<file path="src/rtl/huffman_encoder.sv">
// Serial JPEG luminance Huffman encoder: code word MSB first, then optional amplitude bits.
// Build option: define HUFFMAN_ENC_AMP_EN to append r_value amplitude bits after each code word.

module dc_huffman_code_table (
    input  logic [3:0]  s,
    input  logic [3:0]  r,
    output logic [15:0] code,
    output logic [4:0]  code_len,
    output logic        is_valid
);
    logic [13:0] w_ent;

    always_comb begin
        w_ent = '0;
        if (s == 4'd0) begin
            case (r)
                4'd0:    w_ent = {5'd2, 9'b000000000};
                4'd1:    w_ent = {5'd3, 9'b000000010};
                4'd2:    w_ent = {5'd3, 9'b000000011};
                4'd3:    w_ent = {5'd3, 9'b000000100};
                4'd4:    w_ent = {5'd3, 9'b000000101};
                4'd5:    w_ent = {5'd3, 9'b000000110};
                4'd6:    w_ent = {5'd4, 9'b000001110};
                4'd7:    w_ent = {5'd5, 9'b000011110};
                4'd8:    w_ent = {5'd6, 9'b000111110};
                4'd9:    w_ent = {5'd7, 9'b001111110};
                4'd10:   w_ent = {5'd8, 9'b011111110};
                4'd11:   w_ent = {5'd9, 9'b111111110};
                default: w_ent = '0;
            endcase
        end
    end

    assign code_len = w_ent[13:9];
    assign is_valid = (w_ent[13:9] != 5'd0);
    assign code     = is_valid ? ({7'd0, w_ent[8:0]} << (5'd16 - w_ent[13:9])) : 16'd0;
endmodule

module ac_huffman_code_table (
    input  logic [3:0]  s,
    input  logic [3:0]  r,
    output logic [15:0] code,
    output logic [4:0]  code_len,
    output logic        is_valid
);
    logic [20:0] w_ent;
    logic [6:0]  w_base;
    logic [3:0]  w_first;

    // All 16-bit codes are consecutive from FF82 in (run, size) order; w_first is the
    // smallest size of a run that falls in that block, w_base its offset into it.
    always_comb begin
        w_base  = 7'd0;
        w_first = 4'd1;
        case (s)
            4'h0:    begin w_base = 7'd0;   w_first = 4'd9; end
            4'h1:    begin w_base = 7'd2;   w_first = 4'd6; end
            4'h2:    begin w_base = 7'd7;   w_first = 4'd5; end
            4'h3:    begin w_base = 7'd13;  w_first = 4'd4; end
            4'h4:    begin w_base = 7'd20;  w_first = 4'd3; end
            4'h5:    begin w_base = 7'd28;  w_first = 4'd3; end
            4'h6:    begin w_base = 7'd36;  w_first = 4'd3; end
            4'h7:    begin w_base = 7'd44;  w_first = 4'd3; end
            4'h8:    begin w_base = 7'd52;  w_first = 4'd3; end
            4'h9:    begin w_base = 7'd60;  w_first = 4'd2; end
            4'hA:    begin w_base = 7'd69;  w_first = 4'd2; end
            4'hB:    begin w_base = 7'd78;  w_first = 4'd2; end
            4'hC:    begin w_base = 7'd87;  w_first = 4'd2; end
            4'hD:    begin w_base = 7'd96;  w_first = 4'd2; end
            4'hE:    begin w_base = 7'd105; w_first = 4'd1; end
            default: begin w_base = 7'd115; w_first = 4'd1; end
        endcase
    end

    always_comb begin
        w_ent = '0;
        if (r != 4'd0 && r <= 4'd10 && r >= w_first) begin
            w_ent = {5'd16, 16'hFF82 + {9'd0, w_base} + {12'd0, r - w_first}};
        end else begin
            case ({s, r})
                8'h00:   w_ent = {5'd4,  16'b1010};
                8'h01:   w_ent = {5'd2,  16'b00};
                8'h02:   w_ent = {5'd2,  16'b01};
                8'h03:   w_ent = {5'd3,  16'b100};
                8'h04:   w_ent = {5'd4,  16'b1011};
                8'h05:   w_ent = {5'd5,  16'b11010};
                8'h06:   w_ent = {5'd7,  16'b1111000};
                8'h07:   w_ent = {5'd8,  16'b11111000};
                8'h08:   w_ent = {5'd10, 16'b1111110110};
                8'h11:   w_ent = {5'd4,  16'b1100};
                8'h12:   w_ent = {5'd5,  16'b11011};
                8'h13:   w_ent = {5'd7,  16'b1111001};
                8'h14:   w_ent = {5'd9,  16'b111110110};
                8'h15:   w_ent = {5'd11, 16'b11111110110};
                8'h21:   w_ent = {5'd5,  16'b11100};
                8'h22:   w_ent = {5'd8,  16'b11111001};
                8'h23:   w_ent = {5'd10, 16'b1111110111};
                8'h24:   w_ent = {5'd12, 16'b111111110100};
                8'h31:   w_ent = {5'd6,  16'b111010};
                8'h32:   w_ent = {5'd9,  16'b111110111};
                8'h33:   w_ent = {5'd12, 16'b111111110101};
                8'h41:   w_ent = {5'd6,  16'b111011};
                8'h42:   w_ent = {5'd10, 16'b1111111000};
                8'h51:   w_ent = {5'd7,  16'b1111010};
                8'h52:   w_ent = {5'd11, 16'b11111110111};
                8'h61:   w_ent = {5'd7,  16'b1111011};
                8'h62:   w_ent = {5'd12, 16'b111111110110};
                8'h71:   w_ent = {5'd8,  16'b11111010};
                8'h72:   w_ent = {5'd12, 16'b111111110111};
                8'h81:   w_ent = {5'd9,  16'b111111000};
                8'h82:   w_ent = {5'd15, 16'b111111111000000};
                8'h91:   w_ent = {5'd9,  16'b111111001};
                8'hA1:   w_ent = {5'd9,  16'b111111010};
                8'hB1:   w_ent = {5'd10, 16'b1111111001};
                8'hC1:   w_ent = {5'd10, 16'b1111111010};
                8'hD1:   w_ent = {5'd11, 16'b11111111000};
                8'hF0:   w_ent = {5'd11, 16'b11111111001};
                default: w_ent = '0;
            endcase
        end
    end

    assign code_len = w_ent[20:16];
    assign is_valid = (w_ent[20:16] != 5'd0);
    assign code     = is_valid ? (w_ent[15:0] << (5'd16 - w_ent[20:16])) : 16'd0;
endmodule

module huffman_encoder (
    input  logic        clk,
    input  logic        rst,
    input  logic        ac_dc_flag,
    input  logic [3:0]  s_value,
    input  logic [3:0]  r_value,
    input  logic [10:0] amp_bits,
    input  logic        in_valid,
    output logic        in_ready,
    output logic        enc_bit,
    output logic        enc_valid,
    input  logic        enc_ready,
    output logic        done,
    output logic        err
);
    // state  | meaning
    // S_IDLE | waiting for a symbol, in_ready high
    // S_CODE | shifting code word bits MSB first
    // S_AMP  | shifting amplitude bits r_value-1 down to 0
`ifdef HUFFMAN_ENC_AMP_EN
    typedef enum logic [1:0] {S_IDLE = 2'd0, S_CODE = 2'd1, S_AMP = 2'd2} state_t;
`else
    typedef enum logic [1:0] {S_IDLE = 2'd0, S_CODE = 2'd1} state_t;
`endif

    state_t      r_state, w_state_nxt;
    logic [3:0]  r_cnt, w_cnt_nxt;
    logic [15:0] r_code;
    logic [4:0]  r_len;
    logic        r_err;
    logic        w_ready, w_valid, w_bit, w_done, w_acc, w_code_last;

    logic [15:0] w_dc_code, w_ac_code, w_tab_code;
    logic [4:0]  w_dc_len, w_ac_len, w_tab_len;
    logic        w_dc_ok, w_ac_ok, w_tab_ok;

    dc_huffman_code_table u_dc (
        .s(s_value), .r(r_value), .code(w_dc_code), .code_len(w_dc_len), .is_valid(w_dc_ok)
    );
    ac_huffman_code_table u_ac (
        .s(s_value), .r(r_value), .code(w_ac_code), .code_len(w_ac_len), .is_valid(w_ac_ok)
    );

    assign w_tab_code  = ac_dc_flag ? w_dc_code : w_ac_code;
    assign w_tab_len   = ac_dc_flag ? w_dc_len  : w_ac_len;
    assign w_tab_ok    = ac_dc_flag ? w_dc_ok   : w_ac_ok;
    assign w_acc       = in_valid && w_ready;
    assign w_code_last = ({1'b0, r_cnt} == (r_len - 5'd1));

`ifdef HUFFMAN_ENC_AMP_EN
    logic [3:0]  r_rsz;
    logic [10:0] r_amp;
`else
    logic w_unused_amp;
    assign w_unused_amp = ^amp_bits;
`endif

    always_comb begin
        w_state_nxt = r_state;
        w_cnt_nxt   = r_cnt;
        w_ready     = 1'b0;
        w_valid     = 1'b0;
        w_bit       = 1'b0;
        w_done      = 1'b0;
        case (r_state)
            S_IDLE: begin
                w_ready = !rst;
                if (in_valid && !rst && w_tab_ok) begin
                    w_state_nxt = S_CODE;
                    w_cnt_nxt   = 4'd0;
                end
            end
            S_CODE: begin
                w_valid = 1'b1;
                w_bit   = r_code[4'd15 - r_cnt];
                if (enc_ready) begin
                    if (w_code_last) begin
`ifdef HUFFMAN_ENC_AMP_EN
                        if (r_rsz != 4'd0) begin
                            w_state_nxt = S_AMP;
                            w_cnt_nxt   = r_rsz - 4'd1;
                        end else begin
                            w_done      = !rst;
                            w_state_nxt = S_IDLE;
                        end
`else
                        w_done      = !rst;
                        w_state_nxt = S_IDLE;
`endif
                    end else begin
                        w_cnt_nxt = r_cnt + 4'd1;
                    end
                end
            end
`ifdef HUFFMAN_ENC_AMP_EN
            S_AMP: begin
                w_valid = 1'b1;
                w_bit   = r_amp[r_cnt];
                if (enc_ready) begin
                    if (r_cnt == 4'd0) begin
                        w_done      = !rst;
                        w_state_nxt = S_IDLE;
                    end else begin
                        w_cnt_nxt = r_cnt - 4'd1;
                    end
                end
            end
`endif
            default: w_state_nxt = S_IDLE;
        endcase
    end

    always_ff @(posedge clk) begin
        if (rst) begin
            r_state <= S_IDLE;
            r_cnt   <= 4'd0;
            r_code  <= 16'd0;
            r_len   <= 5'd0;
            r_err   <= 1'b0;
`ifdef HUFFMAN_ENC_AMP_EN
            r_rsz   <= 4'd0;
            r_amp   <= 11'd0;
`endif
        end else begin
            r_state <= w_state_nxt;
            r_cnt   <= w_cnt_nxt;
            r_err   <= w_acc && !w_tab_ok;
            if (w_acc) begin
                r_code <= w_tab_code;
                r_len  <= w_tab_len;
`ifdef HUFFMAN_ENC_AMP_EN
                r_rsz  <= r_value;
                r_amp  <= amp_bits;
`endif
            end
        end
    end

    assign in_ready  = w_ready;
    assign enc_valid = w_valid;
    assign enc_bit   = w_bit;
    assign done      = w_done;
    assign err       = r_err;
endmodule

</file>
<file path="config.mk">
export PLATFORM = sky130hd
export DESIGN_NAME = huffman_encoder
export DESIGN_NICKNAME = d
export VERILOG_FILES = /design/src/rtl/huffman_encoder.sv
export SDC_FILE = /design/constraint.sdc
export NUM_CORES = 1
export LEC_CHECK = 0
export CAP_MARGIN = 20
export CORE_ASPECT_RATIO = 0.75
export CORE_MARGIN = 2
export CORE_UTILIZATION = 50
export DETAILED_ROUTE_END_ITERATION = 10
export PLACE_DENSITY_LB_ADDON = 0.2
export REMOVE_ABC_BUFFERS = 1
export SLEW_MARGIN = 40
export SYNTH_ARGS = -nofsm -noshare
export SYNTH_HDL_FRONTEND = slang
export SYNTH_SLANG_ARGS = --single-unit
</file>
<file path="constraint.sdc">
create_clock -name clk -period 11.6 [get_ports clk]
set_input_delay 1.16 -clock clk [delete_from_list [all_inputs] [get_ports clk]]
set_output_delay 1.16 -clock clk [all_outputs]
set_load 0.005 [all_outputs]
</file>
==> out/metrics.csv, run 1 <==
metric,value,unit
outcome,completed,
hold_buf cts,0,
crit end category,flip-flop,
initial antenna violation count,0,
# IOs,29,
Root Driver,clkbuf_16,
"Slowest-stage cell, CP",clkinv_1,
CTS Buffer Depth,2,
f_max,0.140,GHz
Clock Latency Late Sink,0.27,ns
Die Height,88.1,um
Leak,1.72,nW
synth warn,0,
1st-pass router iterations,5,
period utilization,61.5,%
Setup Skew,0.00227,ns
CTS Sinks,27,
post-route cell area,4910,um^2
antenna cells,0,
"Largest delay share family, worst path",compound AO/OA/AOI/OAI gates,
Rows,30,
core box area,9120,um^2
total congestion overflow,0,
setup TNS,0,ns
Inst Count DP,749,
clock slew at reported path FFs,0.07,ns
critical path startpoint category,input port,
Setup Buffers After CTS,0,
PD cells,75.8,nW/um^2
Post-Place Cell Area,4820,um^2
buffers plus inverters on the worst setup path,5,
max-cap viol count,0,
final cell count without fillers,753,
depth of the CTS H-tree,1,
fin. max-slew vios,0,
Slowest Stage Delay on Critical Path,0.69,ns
area of the multi-input gates,3820,um^2
Initial Util,51.6,%
VDD IR-drop max,61.5,uV
CTS Buf Count,3,
GRT Total Usage,30.7,%
endpoints failing hold,0,
DRT iter0 DRCs,559,
overall power,0.000372,W
Die Area,10200,um^2
minimum clock period,7.13,ns
ys async rst share,0,%
worst hold margin,0.474,ns
per-cell routed wire length,20.2,um
vias in the first global route,4619,
worst hold path class,reg -> reg,
largest net degree at the start of global routing,42,
hpwl dp,11.7,mm
register area,541,um^2
first-pass GRT wire length,24.8,mm
# fillers,919,
TritonCTS clock tree,done,
Worst Path Required,11.76,ns
most frequent cells in the layout,"59 x a21oi_1, 55 x nor2_1, 39 x nand2_1",
classification of the worst setup path,in -> reg,
Synth-to-Final Area Change,4.30,%
"Seq/Total Area, Yosys",11.5,%
antenna-violating nets left,0,
Post-CTS Resized,0,
fin nets,676,
input/output buffers,17,
Final GP Congestion,1.02,
CP max FO,19,
die width,116,um
Post-route DRC,0,
"EDFF count, synth",0,
Rel. slew slack,45.8,%
Mapped Cells,653,
library cells used by synthesis,96,
number of synthesized register bits,27,
WP data arrival,7.29,ns
"Top cell by count, worst path",nand2_1,
Vias/cell,6.87,
crit path cell chain,clkdlybuf4s50_1 > inv_1 > ha_1 > inv_1 > a21boi_0 > inv_1 > ha_1 > nand2_1 > a31oi_1 > o21a_1 > clkinv_1 > o21a_1 > nand2_1 > ha_2 > a21boi_0 > ha_1 > nor2_1 > nand2_1 > nor2_1 > and3_1 > a22oi_1 > nand2_1,
DRT Wirelength,15.2,mm
Avg Synthesized Cell Area,7.21,um^2
vias after detailed routing,5173,
cell area after synthesis,4710,um^2
layout cells sized above 1,9.28,%
worst slew pin tran,0.812,ns
"Primary FF master, synth",dfxtp_1,
"commonest non-fill, non-tap cell in the layout",a21oi_1,
Setup-failing EPs final,0,
RSZ-0062 raised after global routing,false,
-- metal layers --
layer | GRT usage, % | vias to the layer above | wire, um
li1 | - | 2430 | -
met1 | 48.2 | 2454 | 7320
met2 | 43.6 | 273 | 6190
met3 | 6.85 | 16 | 1600
met4 | 3.03 | 0 | 143
met5 | 0 | - | 0
-- cells in the mapped netlist (all sizes together) (10+ instances only) --
cell    instances  area, um^2
nand2          39         146
nor2           58         230
nor4           12        81.3
nor2b          10        62.6
clkbuf         36         136
a31oi          17         113
a21oi          59         295
mux2i          18         180
o211ai         15         118
o21ai          39         203
a211oi         21         163
nor3           35         195
nand3          20         100
ha             24         300
dfxtp          27         541
inv            25        93.8
buf            19         131
-- sequential cells by signal, indices dropped and copies added, names as in the netlist --
signal	cells
r_code	16
r_state	1
err	1
r_cnt	4
r_len	5
-- power by group --
part	total [W]	switching [W]	internal [W]	leakage [nW]
Sequential	0.000102	0.00000366	0.0000981	0.221
Clock	0.0000847	0.0000368	0.0000479	0.0415
Combinational	0.000186	0.000116	0.0000694	1.46
Total	0.000372	0.000157	0.000215	1.72
-- worst min-delay path, stage by stage, from the launching register on --
cell and delay, ns:
dfxtp_1 0.33, a21oi_1 0.07, nand2_1 0.05
-- through the flow --
stage	setup WS, ns	util [%]
finish	4.47	53.9
detailed placement	4.25	52.8
CTS	4.53	53.8
floorplan	5.83	-
global placement	4.34	52.8
global route	4.04	53.9
-- cells by family after synthesis --
group	Yosys count	share of synthesized area (%)
AO/OA/AOI/OAI	229	33.2
XOR/XNOR	18	3.96
adder cells (fa/ha/maj)	26	7.22
buffers and inverters	81	7.76
flip-flops	27	11.5
multiplexers	31	8.13
AND/OR/NAND/NOR	241	28.3
-- final timing paths --
| check | from | endpoint | slack [ns] | cells after the start |
|---|---|---|---|---|
| max | s_value[1] | r_code[10] | 4.47 | 22 |
| min | r_code[8] | r_code[8] | 0.47 | 2 |
| max reg2reg | r_len[0] | r_cnt[1] | 9.36 | 11 |
| min reg2reg | r_code[8] | r_code[8] | 0.47 | 2 |
-- layout make-up --
type                            count  area share, %
Timing Repair Buffer               23           4.38
Clock inverter                      1          0.178
Tap cell                          128           3.26
Multi-Input combinational cell    545           77.7
Sequential cell                    27           11.0
Clock buffer                        3           1.53
Inverter                           26           1.99
Note: power is estimated with default switching activity, not from simulation.
==> run 2: changes to the inputs <==
clock period = 5.85 ns   (was 11.6 ns; I/O delays follow)
==> run 2 against run 1 <==
  * Clock-buffer cell count unchanged
  * Worst setup slack worse by 3.9 ns
  * Non-clock buffer count grew 17
  * Critical path type unchanged
  * Die area is the same
  * Clock power rose by 97%
  * Routed wire length increased by 1.4%
  * Final cell count up 2.3%
  * Sequential share of layout area shrank 0.30 points
  * Power increased by 100%
  * Critical endpoint unchanged
  * Critical path depth decreased by 1
==> out/metrics.csv, run 2 (synthesis gave the netlist of run 1 again) <==
metric,value,unit,change
outcome,completed,,unchanged
fin. max-slew vios,0,,unchanged
CP max FO,14,,was 19
CTS Sinks,27,,unchanged
# fillers,881,,was 919
fin util,55.4,%,was 53.9%
Die Area,10200,um^2,unchanged
hold path depth,1,,was 2
Worst Path Required,6.01,ns,was 11.76 ns
vias in the first global route,4690,,"was 4,619"
minimum clock period,5.28,ns,
worst slew pin tran,0.767,ns,was 0.812 ns
# IOs,29,,unchanged
hpwl dp,11.9,mm,was 11.7 mm
most frequent cells in the layout,"59 x a21oi_1, 55 x nor2_1, 39 x nand2_1",,unchanged
Rel. slew slack,48.7,%,was 45.8%
total congestion overflow,0,,unchanged
crit end category,flip-flop,,unchanged
fin nets,693,,was 676
Largest register FFs,16,,unchanged
"Slowest-stage cell, CP",clkdlybuf4s50_1,,was clkinv_1
classification of the worst setup path,in -> reg,,unchanged
CTS Buf Count,3,,unchanged
Post-route DRC,0,,unchanged
hold worst-path end,r_code[1],,was r_code[8]
setup TNS,0,ns,unchanged
Post-Place Cell Area,4960,um^2,was 4820 um^2
post-route cell area,5050,um^2,was 4910 um^2
Post-CTS Resized,0,,unchanged
worst r2r src,r_len[0],,unchanged
endpoints failing hold,0,,unchanged
vias after detailed routing,5291,,"was 5,173"
largest reg by FF count,r_code,,unchanged
Clock Latency Late Sink,0.27,ns,about the same
Root Driver,clkbuf_16,,unchanged
largest net degree at the start of global routing,29,,was 42
crit path cell chain,clkdlybuf4s50_1 > inv_1 > ha_1 > nor3b_2 > inv_2 > ha_1 > o21ai_0 > a31oi_1 > o21a_1 > clkinv_1 > o21a_1 > nand2_1 > ha_1 > a21boi_0 > ha_1 > nor2_1 > nand2_1 > nor2_1 > and3_1 > a22oi_1 > nand2_1,,was clkdlybuf4s50_1 > inv_1 > ha_1 > inv_1 > a21boi_0 > inv_1 > ha_1 > nand2_1 > a31oi_1 > o21a_1 > clkinv_1 > o21a_1 > nand2_1 > ha_2 > a21boi_0 > ha_1 > nor2_1 > nand2_1 > nor2_1 > and3_1 > a22oi_1 > nand2_1
1st-pass router iterations,5,,unchanged
TritonCTS clock tree,done,,unchanged
RSZ-0062 raised after global routing,false,,unchanged
CTS Buffer Depth,2,,unchanged
reg2reg path depth,11,,unchanged
Setup-failing EPs final,0,,unchanged
hold path startpoint,r_code[1],,was r_code[8]
die width,116,um,unchanged
Die Height,88.1,um,unchanged
Slowest Stage Delay on Critical Path,0.51,ns,was 0.69 ns
first-pass GRT wire length,25.0,mm,was 24.8 mm
PD cells,148,nW/um^2,was 75.8 nW/um^2
Setup Buffers After CTS,0,,unchanged
Synth-to-Final Area Change,7.22,%,was 4.30%
worst hold path class,reg -> reg,,unchanged
"commonest non-fill, non-tap cell in the layout",a21oi_1,,unchanged
Final WS setup,0.568,ns,was 4.47 ns
Setup Skew,0.00144,ns,was 0.00227 ns
Reg-to-Reg End,r_cnt[2],,was r_cnt[1]
Final GP Congestion,1.02,,about the same
Vias/cell,6.87,,about the same
layout cells sized above 1,11.5,%,was 9.28%
per-cell routed wire length,20.1,um,was 20.2 um
clock slew at reported path FFs,0.07,ns,about the same
period utilization,90.3,%,
DRT iter0 DRCs,520,,was 559
VDD IR-drop max,122,uV,was 61.5 uV
input/output buffers,17,,unchanged
"Top cell by count, worst path",ha_1,,was nand2_1
Initial Util,51.6,%,unchanged
depth of the CTS H-tree,1,,unchanged
hold_buf cts,0,,unchanged
WP data arrival,5.44,ns,was 7.29 ns
DRT Wirelength,15.5,mm,was 15.2 mm
buffers plus inverters on the worst setup path,4,,was 5
f_max,0.189,GHz,
core box area,9120,um^2,unchanged
R2R Setup Slk,3.61,ns,was 9.36 ns
Rows,30,,unchanged
Leak,1.81,nW,was 1.72 nW
antenna-violating nets left,0,,unchanged
dpl ws,0.453,ns,was 4.25 ns
antenna cells,0,,unchanged
max-cap viol count,0,,unchanged
critical path startpoint category,input port,,unchanged
biggest regs,"r_code (16), r_len (5), r_cnt (4)",,unchanged
"Largest delay share family, worst path",adder cells,,was compound AO/OA/AOI/OAI gates
initial antenna violation count,0,,unchanged
GRT Total Usage,31.0,%,was 30.7%
[run 2: report_power, final]
part	internal (W)	switching (W)	total (W)
clock network	0.0000949	0.0000722	0.000167
logic	0.000146	0.000232	0.000378
registers	0.000195	0.00000768	0.000202
[run 2: cell type report]
class,count,area (um^2),area share [%]
inverters,26,97.6,1.93
clock inverters,1,8.76,0.173
flip-flops and latches,27,541,10.7
clock buffers,3,75.1,1.49
well taps,128,160,3.17
multi-input cells,545,3810,75.5
repair buffers,40,355,7.03
[run 2: worst max path at each step]
stage / start / endpoint / cells after the start
6_report: s_value[0] / r_code[10] / 21
5_1_grt: s_value[0] / r_cnt[2] / 22
4_1_cts: s_value[0] / r_code[10] / 21
3_5_place_dp: s_value[0] / r_code[10] / 21
3_3_place_gp: s_value[0] / r_code[10] / 18
2_1_floorplan: s_value[1] / r_cnt[1] / 21
[run 2: metal layers]
metal | vias up | routed length, um | global-route usage (%) | share of wire (%)
met5 | - | 0 | 0 | 0
met4 | 0 | 161 | 2.71 | 1.0
met3 | 23 | 1980 | 7.89 | 13
met2 | 313 | 6290 | 45.0 | 41
met1 | 2490 | 7040 | 47.4 | 46
li1 | 2465 | - | - | -
[run 2: metrics by stage]
step / instances / hold slack [ns] / power, W
2_1_floorplan: 598 / 0.422 / 0.000457
3_3_place_gp: 766 / 0.441 / 0.000564
3_5_place_dp: 766 / 0.455 / 0.000573
4_1_cts: 770 / 0.469 / 0.000741
5_1_grt: 770 / 0.509 / 0.000801
6_report: 770 / 0.478 / 0.000747
[run 2: worst reg2reg max path: stages, from the launching register on]
cell and delay (ns):
dfxtp_1 0.39, inv_1 0.06, ha_1 0.22, nand2b_1 0.10, xnor2_1 0.07, or3_1 0.31
a21oi_1 0.25, a21o_1 0.25, nor3_1 0.09, a21oi_1 0.13, a2bb2oi_1 0.18, nor2_1 0.05
==> run 3: changes to the inputs <==
SKIP_CTS_REPAIR_TIMING = 1   (was not set)
==> results of run 3 <==
No change in the layout: final DEF, timing and power equal those of run 2.
==> RTL edit (config.mk and constraints of run 2) <==
Make the reset (`rst`) asynchronous in one clocked block.
--- a/src/rtl/huffman_encoder.sv
+++ b/src/rtl/huffman_encoder.sv
@@ -237,7 +237,7 @@
         endcase
     end
 
-    always_ff @(posedge clk) begin
+    always_ff @(posedge clk or posedge rst) begin
         if (rst) begin
             r_state <= S_IDLE;
             r_cnt   <= 4'd0;
Check against the original RTL: differs if rst is asserted again (counterexample within 4 cycles, from zero or initial values and one cycle with rst high); with rst held inactive, the same outputs for 10 cycles.
==> RTL edit against run 2 <==
  * Area after synthesis up 2.6%
  * Register-to-register slack worse by 0.17 ns
  * Largest cell class unchanged
  * Critical path type unchanged
  * Clock skew up 0.0024 ns
  * Power up 32%
  * Sequential cell count unchanged
  * Via count down 0.34%
  * Fmax up 0.88%
  * Highest routed layer unchanged
  * Wire length up 8.3%
  * Setup slack better by 0.046 ns
  * Design area up 3.4%
==> RTL edit: results (changes against run 2) <==
Worst setup path
  – Crit-path max FO: 11 (was 14)
  – Slowest stage delay, CP: 0.71 ns (was 0.51 ns)
  – CP Data Arrival Time: 5.39 ns (was 5.44 ns)
  – Worst path top cell family by delay: compound AO/OA/AOI/OAI gates (was adder cells)
  – R2R Path Start: r_len[0] (unchanged)
  – Reg-to-reg endpoint: r_cnt[3] (was r_cnt[2])
  – Worst R2R Setup Slack: 3.44 ns (was 3.61 ns)

Power
  – Psw: 0.000423 W (was 0.000312 W)
  – Static Leakage: 1.99 nW (was 1.81 nW)
  – Peak supply drop: 0.000109 V (was 0.000122 V)
  – Logic pwr share: 0.520 (was 0.506)
  – Sequential power: 0.000309 W (was 0.000202 W)
  – Sw Share: 0.430 (was 0.418)

STA
  – Clock Skew: 0.00387 ns (was 0.00144 ns)
  – Worst-margin pin slew: 0.839 ns (was 0.767 ns)
  – Hold_ws: 0.490 ns (was 0.478 ns)

Yosys
  – Sequential area share after synthesis: 0.140 (was 0.115)
  – Synth top cells by count: nor2_1 (62), nand2_1 (50), o21ai_0 (36) (was a21oi_1 (59), nor2_1 (55), nand2_1 (39))
  – Mux contribution to synthesized area: 0.0779 (was 0.0813)
  – Synth Area in Compound Gates: 0.305 (was 0.332)
  – Adder-cell share of the synthesized area: 0.0704 (was 0.0722)
  – Post-Syn Instances: 644 (was 653)
  – Asr flop ratio synth: 1.00 (was 0)

Finish
  – Fin nets: 696 (was 693)
  – Multi-input gate area: 3820 µm² (was 3810 µm²)
  – Multi-input gate count: 542 (was 545)
  – Non-clk invs: 29 (was 26)
  – Nonclk buf count: 43 (was 40)
  – Signal buf overhead: 0.0700 (was 0.0703)
  – Layout clock area frac: 0.0158 (was 0.0166)
  – Filler cell count: 906 (was 881)
  – Multi-input logic portion of the cell area: 0.732 (was 0.755)

GRT
  – Met2 usage: 0.456 (was 0.450)
  – GRT Total Usage: 0.320 (was 0.310)
  – Met3 GRT Util: 0.115 (was 0.0789)
  – Vias in the first global route: 4726 (was 4690)

Worst hold path
  – Worst hold start: r_code[0] (was r_code[1])
  – Hold Crit Depth: 2 (was 1)
  – Endpoint of the worst hold path: r_code[0] (was r_code[1])

Routing
  – DR WL met2: 6530 µm (was 6290 µm)
  – M1 WL: 8110 µm (was 7040 µm)
  – DR WL met3: 1990 µm (was 1980 µm)
  – Wire per inst: 21.5 µm (was 20.1 µm)
  – Vias: 5273 (was 5291)
  – First DRT Iteration DRCs: 532 (was 520)

Run status
  – Status: finished clean (unchanged)

Placed design
  – Post-placement worst setup slack: 0.461 ns (was 0.453 ns)
  – Final HPWL DP: 13300 µm (was 11900 µm)
  – Cell total after placement: 773 (was 766)
==> RTL edit: changes by cell type after synthesis, sizes merged, moves of 6 or more <==
| cell | delta |
|---|---|
| a21oi | -27 |
| dfrtp | +27 |
| dfxtp | -27 |
| a211oi | -14 |
| nor3 | -12 |
| nand2 | +11 |
| clkbuf | -8 |
| o21a | +8 |
| and2 | +6 |
| mux2i | -6 |
| nand2b | +6 |
| o311ai | +6 |
| or2 | +6 |
==> RTL edit: worst max-delay path by stage <==
stage,start,to,slack [ns],depth (start not counted)
floorplan,s_value[0],r_code[12],0.31,17
finish,s_value[1],r_code[12],0.61,18
global route,s_value[1],r_code[12],0.19,17
global placement,s_value[1],r_code[12],0.52,18
CTS,s_value[1],r_code[12],0.72,18
detailed placement,s_value[1],r_code[12],0.46,18
